### src/rtl/pipe_ctrl_pkg.sv
// Shared pipeline-control definitions: hazard FSM states and ID/EX control-word layout.
package pipe_ctrl_pkg;

    typedef enum logic [1:0] {
        RUN      = 2'd0,
        FLUSH    = 2'd1,
        MEM_WAIT = 2'd2
    } pipe_state_t;

    // ID/EX control word (10 bits); a bubble forces every bit to zero.
    localparam int CTRL_W       = 10;
    localparam int CW_REGWRITE  = 9;
    localparam int CW_MEMTOREG  = 8;
    localparam int CW_MEMWRITE  = 7;
    localparam int CW_MEMREAD   = 6;
    localparam int CW_ALUSRC    = 5;
    localparam int CW_ALUOP_HI  = 4;
    localparam int CW_ALUOP_LO  = 1;
    localparam int CW_REGDST    = 0;

endpackage

### src/rtl/sat_counter.sv
// Saturating up-counter used for pipeline stall/flush statistics.
module sat_counter #(
    parameter int CNT_W = 16
) (
    input  logic             clk,
    input  logic             rst_n,
    input  logic             inc,
    output logic [CNT_W-1:0] q
);

    // Count up on inc, hold at all-ones.
    always_ff @(posedge clk or negedge rst_n) begin
        if (!rst_n)
            q <= '0;
        else if (inc && (q != {CNT_W{1'b1}}))
            q <= q + CNT_W'(1);
    end

endmodule

### src/rtl/hazard_stall_ctrl.sv
// ID/EX hazard control: load-use stall, taken-branch flush window and
// data-memory wait with sticky timeout, plus stall/flush statistics.
module hazard_stall_ctrl
    import pipe_ctrl_pkg::*;
#(
    parameter int FLUSH_CYCLES = 1,
    parameter int MEM_TIMEOUT  = 255,
    parameter int CNT_W        = 16
) (
    input  logic             clk,
    input  logic             rst_n,
    input  logic [4:0]       id_rs,
    input  logic [4:0]       id_rt,
    input  logic             id_uses_rt,
    input  logic             ex_mem_read,
    input  logic [4:0]       ex_rt,
    input  logic             branch_taken,
    input  logic             mem_busy,
    output logic             pc_write,
    output logic             if_id_write,
    output logic             if_id_flush,
    output logic             id_ex_bubble,
    output logic             pipe_freeze,
    output logic             mem_timeout_err,
    output logic [CNT_W-1:0] stall_cnt,
    output logic [CNT_W-1:0] flush_cnt
);

    localparam int FW = $clog2(FLUSH_CYCLES + 1);
    localparam int WW = $clog2(MEM_TIMEOUT + 1);

    pipe_state_t   state, state_nx, ret_state, ret_nx, eff;
    logic [FW-1:0] fl_ctr, fl_nx;
    logic [WW-1:0] wait_ctr, wait_nx;
    logic          load_use, flush_evt, err_nx;

    assign load_use = ex_mem_read && (ex_rt != 5'd0) &&
                      ((ex_rt == id_rs) || (id_uses_rt && (ex_rt == id_rt)));

    // Hazard decode: MEM_WAIT behaves like its return state once mem_busy drops.
    always_comb begin
        pc_write     = 1'b1;
        if_id_write  = 1'b1;
        if_id_flush  = 1'b0;
        id_ex_bubble = 1'b0;
        pipe_freeze  = 1'b0;
        state_nx     = state;
        ret_nx       = ret_state;
        fl_nx        = fl_ctr;
        wait_nx      = wait_ctr;
        flush_evt    = 1'b0;
        eff          = (state == MEM_WAIT) ? ret_state : state;

        if (mem_busy) begin
            pipe_freeze = 1'b1;
            pc_write    = 1'b0;
            if_id_write = 1'b0;
            state_nx    = MEM_WAIT;
            if (state == MEM_WAIT) begin
                if (wait_ctr < WW'(MEM_TIMEOUT))
                    wait_nx = wait_ctr + WW'(1);
            end else begin
                wait_nx = WW'(1);
                ret_nx  = state;
            end
        end else if (eff == FLUSH) begin
            // squashed path: branch_taken and load_use are ignored here
            if_id_flush  = 1'b1;
            id_ex_bubble = 1'b1;
            fl_nx        = fl_ctr - FW'(1);
            state_nx     = (fl_ctr <= FW'(1)) ? RUN : FLUSH;
        end else if (branch_taken) begin
            if_id_flush  = 1'b1;
            id_ex_bubble = 1'b1;
            flush_evt    = 1'b1;
            if (FLUSH_CYCLES > 1) begin
                state_nx = FLUSH;
                fl_nx    = FW'(FLUSH_CYCLES - 1);
            end else begin
                state_nx = RUN;
            end
        end else if (load_use) begin
            pc_write     = 1'b0;
            if_id_write  = 1'b0;
            id_ex_bubble = 1'b1;
            state_nx     = RUN;
        end else begin
            state_nx = RUN;
        end

        // reset forces a safe NOP-injecting, non-advancing pipeline
        if (!rst_n) begin
            pc_write     = 1'b0;
            if_id_write  = 1'b0;
            if_id_flush  = 1'b1;
            id_ex_bubble = 1'b1;
            pipe_freeze  = 1'b0;
            flush_evt    = 1'b0;
        end
    end

    assign err_nx = mem_timeout_err || (mem_busy && (wait_nx == WW'(MEM_TIMEOUT)));

    // FSM, window/wait counters and sticky timeout flag.
    always_ff @(posedge clk or negedge rst_n) begin
        if (!rst_n) begin
            state           <= RUN;
            ret_state       <= RUN;
            fl_ctr          <= '0;
            wait_ctr        <= '0;
            mem_timeout_err <= 1'b0;
        end else begin
            state           <= state_nx;
            ret_state       <= ret_nx;
            fl_ctr          <= fl_nx;
            wait_ctr        <= wait_nx;
            mem_timeout_err <= err_nx;
        end
    end

    sat_counter #(.CNT_W(CNT_W)) u_stall_cnt (
        .clk   (clk),
        .rst_n (rst_n),
        .inc   (!pc_write),
        .q     (stall_cnt)
    );

    sat_counter #(.CNT_W(CNT_W)) u_flush_cnt (
        .clk   (clk),
        .rst_n (rst_n),
        .inc   (flush_evt),
        .q     (flush_cnt)
    );

endmodule

### config.mk
export PLATFORM = sky130hd
export DESIGN_NAME = hazard_stall_ctrl
export DESIGN_NICKNAME = d
export VERILOG_FILES = /design/src/rtl/pipe_ctrl_pkg.sv /design/src/rtl/sat_counter.sv /design/src/rtl/hazard_stall_ctrl.sv
export SDC_FILE = /design/constraint.sdc
export NUM_CORES = 1
export LEC_CHECK = 0
export ABC_AREA = 1
export CAP_MARGIN = 20
export CORE_ASPECT_RATIO = 0.8
export CORE_MARGIN = 5
export CORE_UTILIZATION = 45
export CTS_CLUSTER_SIZE = 30
export DETAILED_ROUTE_END_ITERATION = 10
export HOLD_SLACK_MARGIN = 0.02
export PLACE_DENSITY = 0.72
export SETUP_SLACK_MARGIN = 0.3
export SYNTH_ARGS = -nofsm -noshare
export SYNTH_HDL_FRONTEND = slang
export SYNTH_SLANG_ARGS = --single-unit
### constraint.sdc
create_clock -name clk -period 3.2 [get_ports clk]
set_input_delay 0.48 -clock clk [delete_from_list [all_inputs] [get_ports clk]]
set_output_delay 0.48 -clock clk [all_outputs]
set_load 0.005 [all_outputs]
# After elaboration in Yosys (flattened, before gate mapping)
# Cells that the tools add are included.
[totals] regBits=46 latch_bits=0 mem_bits_rw=0 mem_bits_ro=0 input_bits=21 out_inout_bits=38 word_cells=58 mem_count=0
[op_classes] n_addsub=4 n_mul=0 div=0 order_cmp=2 eq_ne=7 shifts=0 n_mux=26 bitwise=1 n_reduce_logical=11
[op_table] operator="16-bit by 1-bit adder with 16-bit output, second input constant" n=2
[op_table] operator="16-bit inequality test, second input constant" n=2
[op_table] operator="8-bit two-way mux" n=3
[op_table] operator="1-bit two-way mux" n=21
[op_table] operator="5-bit == test" n=2
[op_table] operator="8-bit by 1-bit adder with 8-bit output, second input constant" n=1
[op_table] operator="8-bit == test, second input constant" n=1
[op_table] operator="8-bit less-than comparator, second input constant" n=1
[op_table] operator="1-bit logical AND" n=6
[op_table] operator="5-bit nonzero test" n=1
[op_table] operator="2-bit two-way mux" n=2
[op_table] operator="2-bit by 1-bit == test with 1-bit output, second input constant" n=1
[op_table] operator="2-bit == test, second input constant" n=1
[op_table] operator="1-bit logical OR" n=2
[op_table] operator="2-bit AND reduction" n=1
[op_table] operator="1-bit less-or-equal comparator, second input constant" n=1
[op_table] operator="1-bit zero test" n=1
[op_table] operator="1-bit NOT" n=1
[op_table] operator="1-bit subtractor, second input constant" n=1

# Longest topological paths before layout
# Gate-level depths: netlist of the first run.
[depth] depth_word=11 depth_mapped=12 mapped_depth_nobuf=12

# By module
# From an unflattened synthesis of the first run, not the netlist that was laid out.
[hier_totals] hier_cells=438 area_unflattened_um2=3096.7
[by_module_without_submodules] module="sat_counter" instances=2 cells_each=149 area_per_inst_um2=1058.5 seq_area_each_um2=400.4
[by_module_without_submodules] module="hazard_stall_ctrl" instances=1 cells_each=140 area_per_inst_um2=979.7 seq_area_each_um2=300.3

# Worst setup path after synthesis of the first run
# No wires, ideal clock.
[synth_timing] path_type="input to output" from="input ex_rt[1]" to="output pc_write" t_arrival_ns=1.508 t_required_ns=2.720 slack_ns=1.212 cell_stages=11 path_buffers=2 cell_sequence="inv_1 nand2_1 nand2_1 nor2_1 nand3_1 nand2_1 nand3_1 nand2_1 buf_2 inv_1 buf_4"
[synth_via] elab_chain_len=9 word_cells_on_any_way=12 classes_between="2 x eq/ne; 5 x mux; 5 x reduce/logical"
[synth_rtl] item="start, declared" line_no="hazard_stall_ctrl.sv:16" source="input logic [4:0] ex_rt,"
[synth_rtl] item="5-bit == test" line_no="hazard_stall_ctrl.sv:38" source="((ex_rt == id_rs) || (id_uses_rt && (ex_rt == id_rt)));"
[synth_rtl] item="1-bit logical AND" line_no="hazard_stall_ctrl.sv:38"
[synth_rtl] item="1-bit logical OR" line_no="hazard_stall_ctrl.sv:38"
[synth_rtl] item="1-bit logical AND (*)" line_no="hazard_stall_ctrl.sv:37" source="assign load_use = ex_mem_read && (ex_rt != 5'd0) &&"
[synth_rtl] item="1-bit two-way mux (*) (5 in series)"
[synth_rtl] item="end, declared" line_no="hazard_stall_ctrl.sv:19" source="output logic pc_write,"
# Mark *: on every way between the ends. The rest lies on a longest branch, timed or not.

# Final worst setup path of the first run
[layout_timing] from="input ex_rt[4]" to="output pc_write"
[layout_via] elab_chain_len=9 word_cells_on_any_way=12 classes_between="2 x eq/ne; 5 x mux; 5 x reduce/logical"
[layout_rtl] item="5-bit == test" line_no="hazard_stall_ctrl.sv:38"
[layout_rtl] item="1-bit logical AND" line_no="hazard_stall_ctrl.sv:38"
[layout_rtl] item="1-bit logical OR" line_no="hazard_stall_ctrl.sv:38"
[layout_rtl] item="1-bit logical AND (*)" line_no="hazard_stall_ctrl.sv:37"
[layout_rtl] item="1-bit two-way mux (*)" line_no="hazard_stall_ctrl.sv:82" source="end else if (load_use) begin"
[layout_rtl] item="1-bit two-way mux (*)" line_no="hazard_stall_ctrl.sv:72" source="end else if (branch_taken) begin"
[layout_rtl] item="1-bit two-way mux (*)" line_no="hazard_stall_ctrl.sv:66" source="end else if (eff == FLUSH) begin"
[layout_rtl] item="1-bit two-way mux (*)" line_no="hazard_stall_ctrl.sv:54" source="if (mem_busy) begin"
[layout_rtl] item="1-bit two-way mux (*)" line_no="hazard_stall_ctrl.sv:92" source="if (!rst_n) begin"
# Marked as above.

==> summary.txt, run 1 <==
Power and ir drop
  • Combinational share of power: 27.2%
  • Peak supply drop: 0.383 mV
  • Switching power: 486 uW
  • PD cells: 438 nW/um2
  • Switching share of power: 31.9%
  • Int Pwr: 1.04 mW
  • P_leak: 1.69 nW
  • Sequential Power Share: 48.0%
  • Clk pwr share: 24.7%

STA
  • Final worst-path cycle share: 84.6%
  • Final Hold Viols: 0
  • TNS Setup: 0 ns
  • Minimum clock period: 2.71 ns
  • Clock Skew: 0.00558 ns
  • Fin. max-slew vios: 0
  • Max Fclk: 369 MHz
  • Worst slew pin tran: 0.438 ns
  • Final setup viols: 0
  • RSZ-0062 raised after global routing: false
  • Rel. slew slack: 70.8%

Logic synthesis
  • Syn Inst Count: 388
  • YS warnings: 0
  • Post-synth EDFFs: 0
  • Ys async rst share: 100%
  • Sequential area share after synthesis: 40.4%
  • Syn avg cell area: 7.02 um2
  • Syn Std Cell Area: 2720 um2
  • Synth area leader: dfrtp_1
  • Synth top area share: 40.4%
  • Yosys cell types: 25
  • Syn nets: 412
  • Largest cells by area after synthesis: dfrtp_1 40%, nand2_1 18%, nand3_1 7.4%
  • Flops & latches, synth: 44
  • Post-synth top flop: dfrtp_1

Floorplanning
  • Die ar.: 7720 um2
  • Area of the core: 5880 um2
  • Initial Utilization: 46.3%
  • Rows: 25
  • Die Y: 79.6 um
  • Die width: 97.0 um
  • Ports: 59

GRT
  • Residual overflow from global routing: 0
  • Vias in the first global route: 2456
  • First-pass GRT wire length: 11100 um
  • Pin count of the biggest net entering global routing: 28
  • Antenna violations before repair: 0
  • Gr usage total: 17.4%

Worst setup path
  • Reg2reg setup slack: 0.95 ns
  • Nature of the critical path startpoint: input pin
  • Crit-path max FO: 4
  • Critical path class: input pin to primary output
  • Setup crit start: ex_rt[4]
  • CP Data Arrival Time: 2.23 ns
  • Crit. End Element: primary output
  • Worst EP required: 2.72 ns
  • Reg2reg start: u_stall_cnt.q[0]

Cells and area
  • Area growth from synthesis to layout: 27.6%
  • Share of layout cells above drive strength 1: 4.00%
  • Fin nets: 473
  • # diodes: 0
  • Commonest non-fill, non-tap cell in the layout: nand2_1
  • Fin area: 3470 um2
  • Most frequent cells in the layout: 128 x nand2_1, 57 x clkdlybuf4s50_1, 53 x inv_1, 45 x nor2_1, 44 x dfrtp_1

Flow run
  • Max-cap violation count: 0

Detailed routing
  • Via count: 2588
  • Drt initial violations: 101
  • Via/cell ratio: 4.87
  • Pre-Repair DR Iteration Count: 4
  • Total wire length: 6390 um
  • Detail Route Antenna Nets: 0
  • Met2 wire len: 2910 um
  • Top sig layer: met4
  • Routed wl met3: 311 um
  • Met1 wire length: 3100 um
  • Drt drc: 0
  • DR WL/cell: 12.0 um

Placed design
  • Port Buffer Count: 58
  • Gpl congestion: 0.839
  • Dpl cell area: 3380 um2
  • DP HPWL: 4840 um

Clocking
  • Clock Sinks: 44
  • Clk buf depth: 2
  • CTS Buf Count: 5
  • Post-CTS Setup Bufs: 0
  • Worst-skew pair later-pin latency: 0.30 ns
  • Clock Tree Root: clkbuf_8
  • Cts hold-fix bufs: 0
  • CTS tree: yes
  • H-tree levels: 2
  • CTS resizes: 0
  • Worst-path clk slew: 0.08 ns

Min path
  • Min-delay worst type: input pin to asynchronous set/reset pin

Outcome
  • Status: finished, final reports clean
==> cell families after synthesis <==
logic type	count (synthesis)	share of synthesized area, %
xor+xnor	29	9.33
simple gates	238	37.3
flops	44	40.4
buf+inv	60	8.82
fa+ha+maj	3	1.38
compound gates	14	2.76
==> sequential cells by signal, summed over array words and instances (netlist names) <==
| signal | flops |
|---|---|
| wait_ctr | 8 |
| u_stall_cnt.q | 16 |
| u_flush_cnt.q | 16 |
| state | 1 |
| ret_state | 2 |
| mem_timeout_err | 1 |
==> synth_stat cells, types with 3 or more instances <==
| library cell | instances |
|---|---|
| nand3_1 | 40 |
| nor3_1 | 10 |
| nand4_1 | 4 |
| ha_1 | 3 |
| inv_1 | 53 |
| nand2_1 | 128 |
| xnor2_1 | 15 |
| o21ai_0 | 9 |
| buf_2 | 3 |
| nor2_1 | 45 |
| dfrtp_1 | 44 |
| xor2_1 | 14 |
| a21oi_1 | 3 |
| nand3b_1 | 4 |
==> per-layer routing <==
metal | vias to the layer above | track usage, %
met2 | 60 | 29.0
met5 | - | 0
met4 | 0 | 5.33
met1 | 1195 | 22.6
met3 | 7 | 4.02
li1 | 1326 | -
==> worst paths after layout <==
check,end,cells after the start
setup / recovery,pc_write,11
min in group clk,mem_timeout_err,2
hold reg to reg,mem_timeout_err,2
max in group asynchronous,u_stall_cnt.q[3],2
hold / removal,wait_ctr[6],1
setup reg to reg,u_stall_cnt.q[8],9
==> power groups by stage <==
stage | sequential, mW | combinational, mW | clock (mW)
6_report | 0.732 | 0.415 | 0.376
5_1_grt | 0.746 | 0.474 | 0.407
4_1_cts | 0.732 | 0.422 | 0.384
3_5_place_dp | 0.741 | 0.419 | 0
3_3_place_gp | 0.741 | 0.409 | 0
2_1_floorplan | 0.727 | 0.204 | 0
==> critical path: stages <==
cell and delay, ns:
clkdlybuf4s50_1 0.54, inv_1 0.08, nand2_1 0.06, nand2_1 0.05, nor2_1 0.12, nand3_1 0.08, nand2_1 0.08, nand3_1 0.07
nand2_1 0.11, inv_1 0.08, clkdlybuf4s50_1 0.47
==> final cells by class <==
type                            count  area [um2]
Fill cell                         576        2410
Multi-Input combinational cell    284        1380
Sequential cell                    44        1100
Timing Repair Buffer               61         598
Inverter                           53         199
Tap cell                           81         101
Clock buffer                        7        86.3
Clock inverter                      1        7.51
==> per-stage QoR <==
step           hold slack [ns]  power (mW)  utilization, %  cells  worst slack, ns
2_1_floorplan            0.184       0.931               -    388             1.21
3_3_place_gp             0.449        1.15            57.5    523            0.549
3_5_place_dp             0.452        1.16            57.5    523            0.481
4_1_cts                  0.119        1.54            59.1    531            0.476
5_1_grt                  0.140        1.63            59.1    531            0.337
6_report                 0.108        1.52            59.1    531            0.492
(Power assumes the default switching activity.)
==> inputs of run 2 (changes only) <==
--- a/config.mk
+++ b/config.mk
@@ -13,7 +13,7 @@
 export CTS_CLUSTER_SIZE = 30
 export DETAILED_ROUTE_END_ITERATION = 10
 export HOLD_SLACK_MARGIN = 0.02
-export PLACE_DENSITY = 0.72
+export PLACE_DENSITY = 0.75
 export SETUP_SLACK_MARGIN = 0.3
 export SYNTH_ARGS = -nofsm -noshare
 export SYNTH_HDL_FRONTEND = slang
==> constraint.sdc (replaced) <==
create_clock -name clk -period 2.4 [get_ports clk]
set_input_delay 0.36 -clock clk [delete_from_list [all_inputs] [get_ports clk]]
set_output_delay 0.36 -clock clk [all_outputs]
set_load 0.005 [all_outputs]
==> summary.txt, run 2 (synthesized netlist as in run 1, its figures left out) <==
Clocking
  • Worst-skew pair later-pin latency: 0.30 ns
  • CTS tree: yes
  • CTS Buf Count: 5
  • Clock Tree Root: clkbuf_8
  • Cts hold-fix bufs: 0
  • Clk buf depth: 2
  • H-tree levels: 2
  • Clock Sinks: 44
  • Worst-path clk slew: 0.08 ns

Worst setup path
  • CP Data Arrival Time: 1.70 ns
  • Critical path class: input pin to primary output
  • Reg2reg setup slack: 0.49 ns
  • Endpoint of the worst register-to-register path: u_stall_cnt.q[9]
  • Crit path buf inv count: 4
  • Nature of the critical path startpoint: input pin
  • Setup crit start: id_rt[3]
  • Worst path slowest cell: clkdlybuf4s50_1
  • Worst r2r path cells: 9
  • Crit path cell chain: clkdlybuf4s50_1, inv_1, nand2_1, nand2_1, nor2_1, nand3_1, nand2_2, nand3_2, nand2_2, inv_1, clkdlybuf4s15_1
  • Reg2reg start: u_stall_cnt.q[1]
  • Crit-path max FO: 2
  • Worst path max stage delay: 0.48 ns
  • CP top delay family: buffers and inverters
  • Crit. End Element: primary output
  • Worst EP required: 2.04 ns

Detailed routing
  • Pre-Repair DR Iteration Count: 4
  • Via/cell ratio: 4.92
  • Drt drc: 0
  • Detail Route Antenna Nets: 0
  • Via count: 2634
  • Drt initial violations: 128
  • Total wire length: 6620 um
  • DR WL/cell: 12.4 um

Floorplanning
  • Die width: 97.0 um
  • Initial Utilization: 46.3%
  • Die ar.: 7720 um2
  • Area of the core: 5880 um2
  • Rows: 25
  • Die Y: 79.6 um
  • Ports: 59

STA
  • Final worst-path cycle share: 85.9%
  • Minimum clock period: 2.06 ns
  • Max Fclk: 485 MHz
  • Fin. max-slew vios: 0
  • Worst slew pin tran: 0.412 ns
  • Rel. slew slack: 72.4%
  • TNS Setup: 0 ns
  • Clock Skew: 0.00291 ns
  • Final setup viols: 0
  • Hold Worst Slack: 0.0269 ns
  • Final Hold Viols: 0
  • RSZ-0062 raised after global routing: true

Power and ir drop
  • Sequential Power Share: 49.2%
  • Switching share of power: 32.6%
  • P_leak: 1.76 nW
  • Combinational share of power: 28.1%
  • Switching power: 651 uW
  • PD cells: 565 nW/um2
  • Peak supply drop: 0.552 mV
  • Tot Pwr: 2.00 mW
  • Int Pwr: 1.34 mW
  • Clk pwr share: 22.7%

Placed design
  • Dpl cell area: 3400 um2
  • Port Buffer Count: 58
  • Gpl congestion: 0.877
  • DP HPWL: 5060 um
  • DP Cell Count: 526

Outcome
  • Status: finished, final reports clean

GRT
  • Vias in the first global route: 2530
  • Antenna violations before repair: 0
  • First-pass GRT wire length: 11400 um
  • Pin count of the biggest net entering global routing: 33
  • Gr usage total: 17.8%
  • Residual overflow from global routing: 0

Cells and area
  • Biggest regs: u_flush_cnt.q: 16 flops, u_stall_cnt.q: 16 flops, wait_ctr: 8 flops
  • Share of layout cells above drive strength 1: 6.83%
  • Fin area: 3530 um2
  • Area growth from synthesis to layout: 29.7%
  • Non-filler cells, final: 535
  • # diodes: 0
  • Fin nets: 478
  • Commonest non-fill, non-tap cell in the layout: nand2_1
  • Most frequent cells in the layout: 126 x nand2_1, 53 x inv_1, 44 x clkdlybuf4s50_1, 43 x dfrtp_1, 42 x nor2_1

Flow run
  • Max-cap violation count: 0

Min path
  • Min-delay worst type: input pin to asynchronous set/reset pin
[run 2: per-stage QoR]
step	setup slack [ns]	utilization, %
finish	0.338	60.0
global placement	0.0409	57.9
global route	0.246	60.0
floorplan	0.652	-
detailed placement	-0.00603	57.9
CTS	0.307	59.2
[run 2: how the worst max path moves through the flow]
stage	endpoint	slack, ns	cells after the start
floorplan	pc_write	0.65	11
global placement	pc_write	0.04	11
detailed placement	if_id_write	-0.006	11
CTS	if_id_write	0.31	11
global route	if_id_flush	0.25	5
finish	if_id_write	0.34	11
[run 2: power groups by stage]
stage | clock [mW] | sequential [mW] | combinational [mW]
after floorplan | 0 | 0.969 | 0.272
after global placement | 0 | 0.986 | 0.547
after detailed placement | 0 | 0.991 | 0.566
after CTS | 0.460 | 0.979 | 0.564
after global routing | 0.489 | 1.00 | 0.632
final | 0.453 | 0.981 | 0.561
[run 2: final cells by class]
type | instances | area [um2]
clock inverter | 2 | 12.5
clock buffer | 5 | 68.8
multi-input combinational | 284 | 1410
inverter | 53 | 199
tap | 81 | 101
sequential | 44 | 1100
timing repair buffer | 66 | 641
fill | 564 | 2350
[run 2: metal layers]
layer	GRT usage, %	vias to the layer above	wire, um
li1	-	1335	-
met1	22.9	1231	3130
met2	29.6	57	3150
met3	4.19	11	258
met4	6.03	0	87
met5	0	-	0
[run 2: timing repair]
action	in CTS	in global routing
pin swaps	3	6
gates resized for setup	12	14
endpoints found under the setup margin	4	21
endpoints found under the hold margin	0	0
buffers inserted	0	2
[run 2: worst register-to-register path: stages, from the launching register on]
cell	delay [ns]
dfrtp_1	0.43
ha_2	0.25
nand3_2	0.12
nor2_4	0.16
nand3_1	0.15
nor3_2	0.16
nand3_2	0.16
buf_4	0.22
nand3_1	0.10
nand2_1	0.05
==> inputs of run 3 (changes only) <==
--- a/config.mk
+++ b/config.mk
@@ -9,11 +9,11 @@
 export CAP_MARGIN = 20
 export CORE_ASPECT_RATIO = 0.8
 export CORE_MARGIN = 5
-export CORE_UTILIZATION = 45
+export CORE_UTILIZATION = 46
 export CTS_CLUSTER_SIZE = 30
 export DETAILED_ROUTE_END_ITERATION = 10
 export HOLD_SLACK_MARGIN = 0.02
-export PLACE_DENSITY = 0.75
+export PLACE_DENSITY = 0.76
 export SETUP_SLACK_MARGIN = 0.3
 export SYNTH_ARGS = -nofsm -noshare
 export SYNTH_HDL_FRONTEND = slang
==> summary.txt, run 3 (synthesized netlist as in run 1, its figures left out) <==
Outcome
  • Status: finished, final reports clean

Floorplanning
  • Die width: 96.0 um
  • Rows: 25
  • Die ar.: 7570 um2
  • Ports: 59
  • Area of the core: 5820 um2
  • Die Y: 78.8 um
  • Initial Utilization: 46.8%

Detailed routing
  • Pre-Repair DR Iteration Count: 4
  • Via count: 2639
  • Met1 wire length: 3110 um
  • Met2 wire len: 3060 um
  • Detail Route Antenna Nets: 0
  • Top sig layer: met4
  • Via/cell ratio: 4.94
  • DR WL/cell: 12.2 um
  • Total wire length: 6530 um
  • Routed wl met3: 330 um
  • Drt initial violations: 171
  • Drt drc: 0

Worst setup path
  • Worst path max stage delay: 0.49 ns
  • Worst path slowest cell: clkdlybuf4s50_1
  • Critical path class: input pin to primary output
  • Worst EP required: 2.04 ns
  • Nature of the critical path startpoint: input pin
  • CP top delay family: buffers and inverters
  • Setup crit start: id_rs[0]
  • Crit path buf inv count: 4
  • Crit. End Element: primary output
  • Crit path cell chain: clkdlybuf4s50_1, inv_1, nand2_1, nand2_1, nor2_1, nand3_1, nand2_2, nand3_2, nand2_2, inv_1, dlygate4sd2_1
  • Reg2reg start: u_stall_cnt.q[0]
  • CP Data Arrival Time: 1.75 ns
  • Crit-path max FO: 2

Clocking
  • Clk buf depth: 2
  • Worst-path clk slew: 0.08 ns
  • H-tree levels: 2
  • Post-CTS Setup Bufs: 0
  • CTS tree: yes
  • Clock Sinks: 44
  • Worst-skew pair later-pin latency: 0.30 ns
  • Clock Tree Root: clkbuf_8
  • CTS Buf Count: 5
  • Cts hold-fix bufs: 0

Power and ir drop
  • Peak supply drop: 0.553 mV
  • P_leak: 1.75 nW
  • Tot Pwr: 2.03 mW
  • PD cells: 576 nW/um2

Cells and area
  • # diodes: 0
  • Fin nets: 476
  • Biggest regs: u_flush_cnt.q: 16 flops, u_stall_cnt.q: 16 flops, wait_ctr: 8 flops
  • Area growth from synthesis to layout: 29.3%
  • Non-filler cells, final: 534
  • Most frequent cells in the layout: 125 x nand2_1, 53 x inv_1, 45 x clkdlybuf4s50_1, 43 x nor2_1, 43 x dfrtp_1
  • Commonest non-fill, non-tap cell in the layout: nand2_1
  • Share of layout cells above drive strength 1: 6.18%
  • Fin area: 3520 um2

GRT
  • First-pass GRT wire length: 11400 um
  • Residual overflow from global routing: 0
  • Antenna violations before repair: 0
  • Gr usage total: 18.6%
  • Pin count of the biggest net entering global routing: 31
  • Vias in the first global route: 2553

STA
  • Rel. slew slack: 71.6%
  • TNS Setup: 0 ns
  • Minimum clock period: 2.11 ns
  • Final Hold Viols: 0
  • Final worst-path cycle share: 87.9%
  • Hold Worst Slack: 0.0382 ns
  • RSZ-0062 raised after global routing: true
  • Final setup viols: 0
  • Max Fclk: 474 MHz
  • Clock Skew: 0.00293 ns
  • Fin. max-slew vios: 0
  • Worst slew pin tran: 0.423 ns

Placed design
  • Gpl congestion: 0.851
  • Dpl cell area: 3400 um2
  • DP Cell Count: 526
  • Port Buffer Count: 58
  • DP HPWL: 4990 um

Min path
  • Min-delay worst type: input pin to asynchronous set/reset pin

Flow run
  • Max-cap violation count: 0
==> run 3: where the power goes <==
group / total (mW) / internal, mW / switching [mW]
sequential: 0.979 / 0.839 / 0.140
clock: 0.492 / 0.234 / 0.258
combinational: 0.559 / 0.307 / 0.252
total: 2.03 / 1.38 / 0.650
==> run 3: worst paths after layout <==
check,endpoint,slack (ns),depth (start not counted)
max,pc_write,0.29,11
max reg2reg,u_stall_cnt.q[0],0.47,9
min in group clk,state[1],0.44,2
max in group asynchronous,u_stall_cnt.q[0],2.00,2
min,mem_timeout_err,0.04,2
min reg2reg,mem_timeout_err,0.46,2
==> run 3: final cells by class <==
type                            instances  area, um2
Fill cell                             552       2300
Multi-Input combinational cell        284       1400
Sequential cell                        44       1100
Timing Repair Buffer                   64        621
Inverter                               53        199
Tap cell                               81        101
Clock buffer                            7       86.3
Clock inverter                          1       7.51
==> run 3: repair_timing <==
action / in CTS / in global routing
resized for setup: 12 / 10
setup endpoints to repair: 4 / 29
pin swaps: 3 / 4
cloned: 0 / 0
==> run 3: worst register-to-register path, stage by stage, from the launching register on <==
cell and delay (ns):
dfrtp_2 0.44, ha_1 0.24, nand3_2 0.13, nor2_4 0.16, nand3_1 0.13, nor3_2 0.16
nand3_2 0.18, buf_4 0.24, nand3b_1 0.09, nand2_1 0.05
==> run 3: layer usage <==
metal,up-vias,global-route usage [%]
met4,0,3.98
met1,1230,25.6
li1,1331,-
met3,4,4.83
met5,-,0
met2,74,29.4
==> run 3: per-stage QoR <==
step	setup slack (ns)	util, %
final	0.291	60.5
after global routing	0.227	60.5
after CTS	0.301	60.0
after detailed placement	0.00112	58.5
after global placement	0.0256	58.5
after floorplan	0.652	-
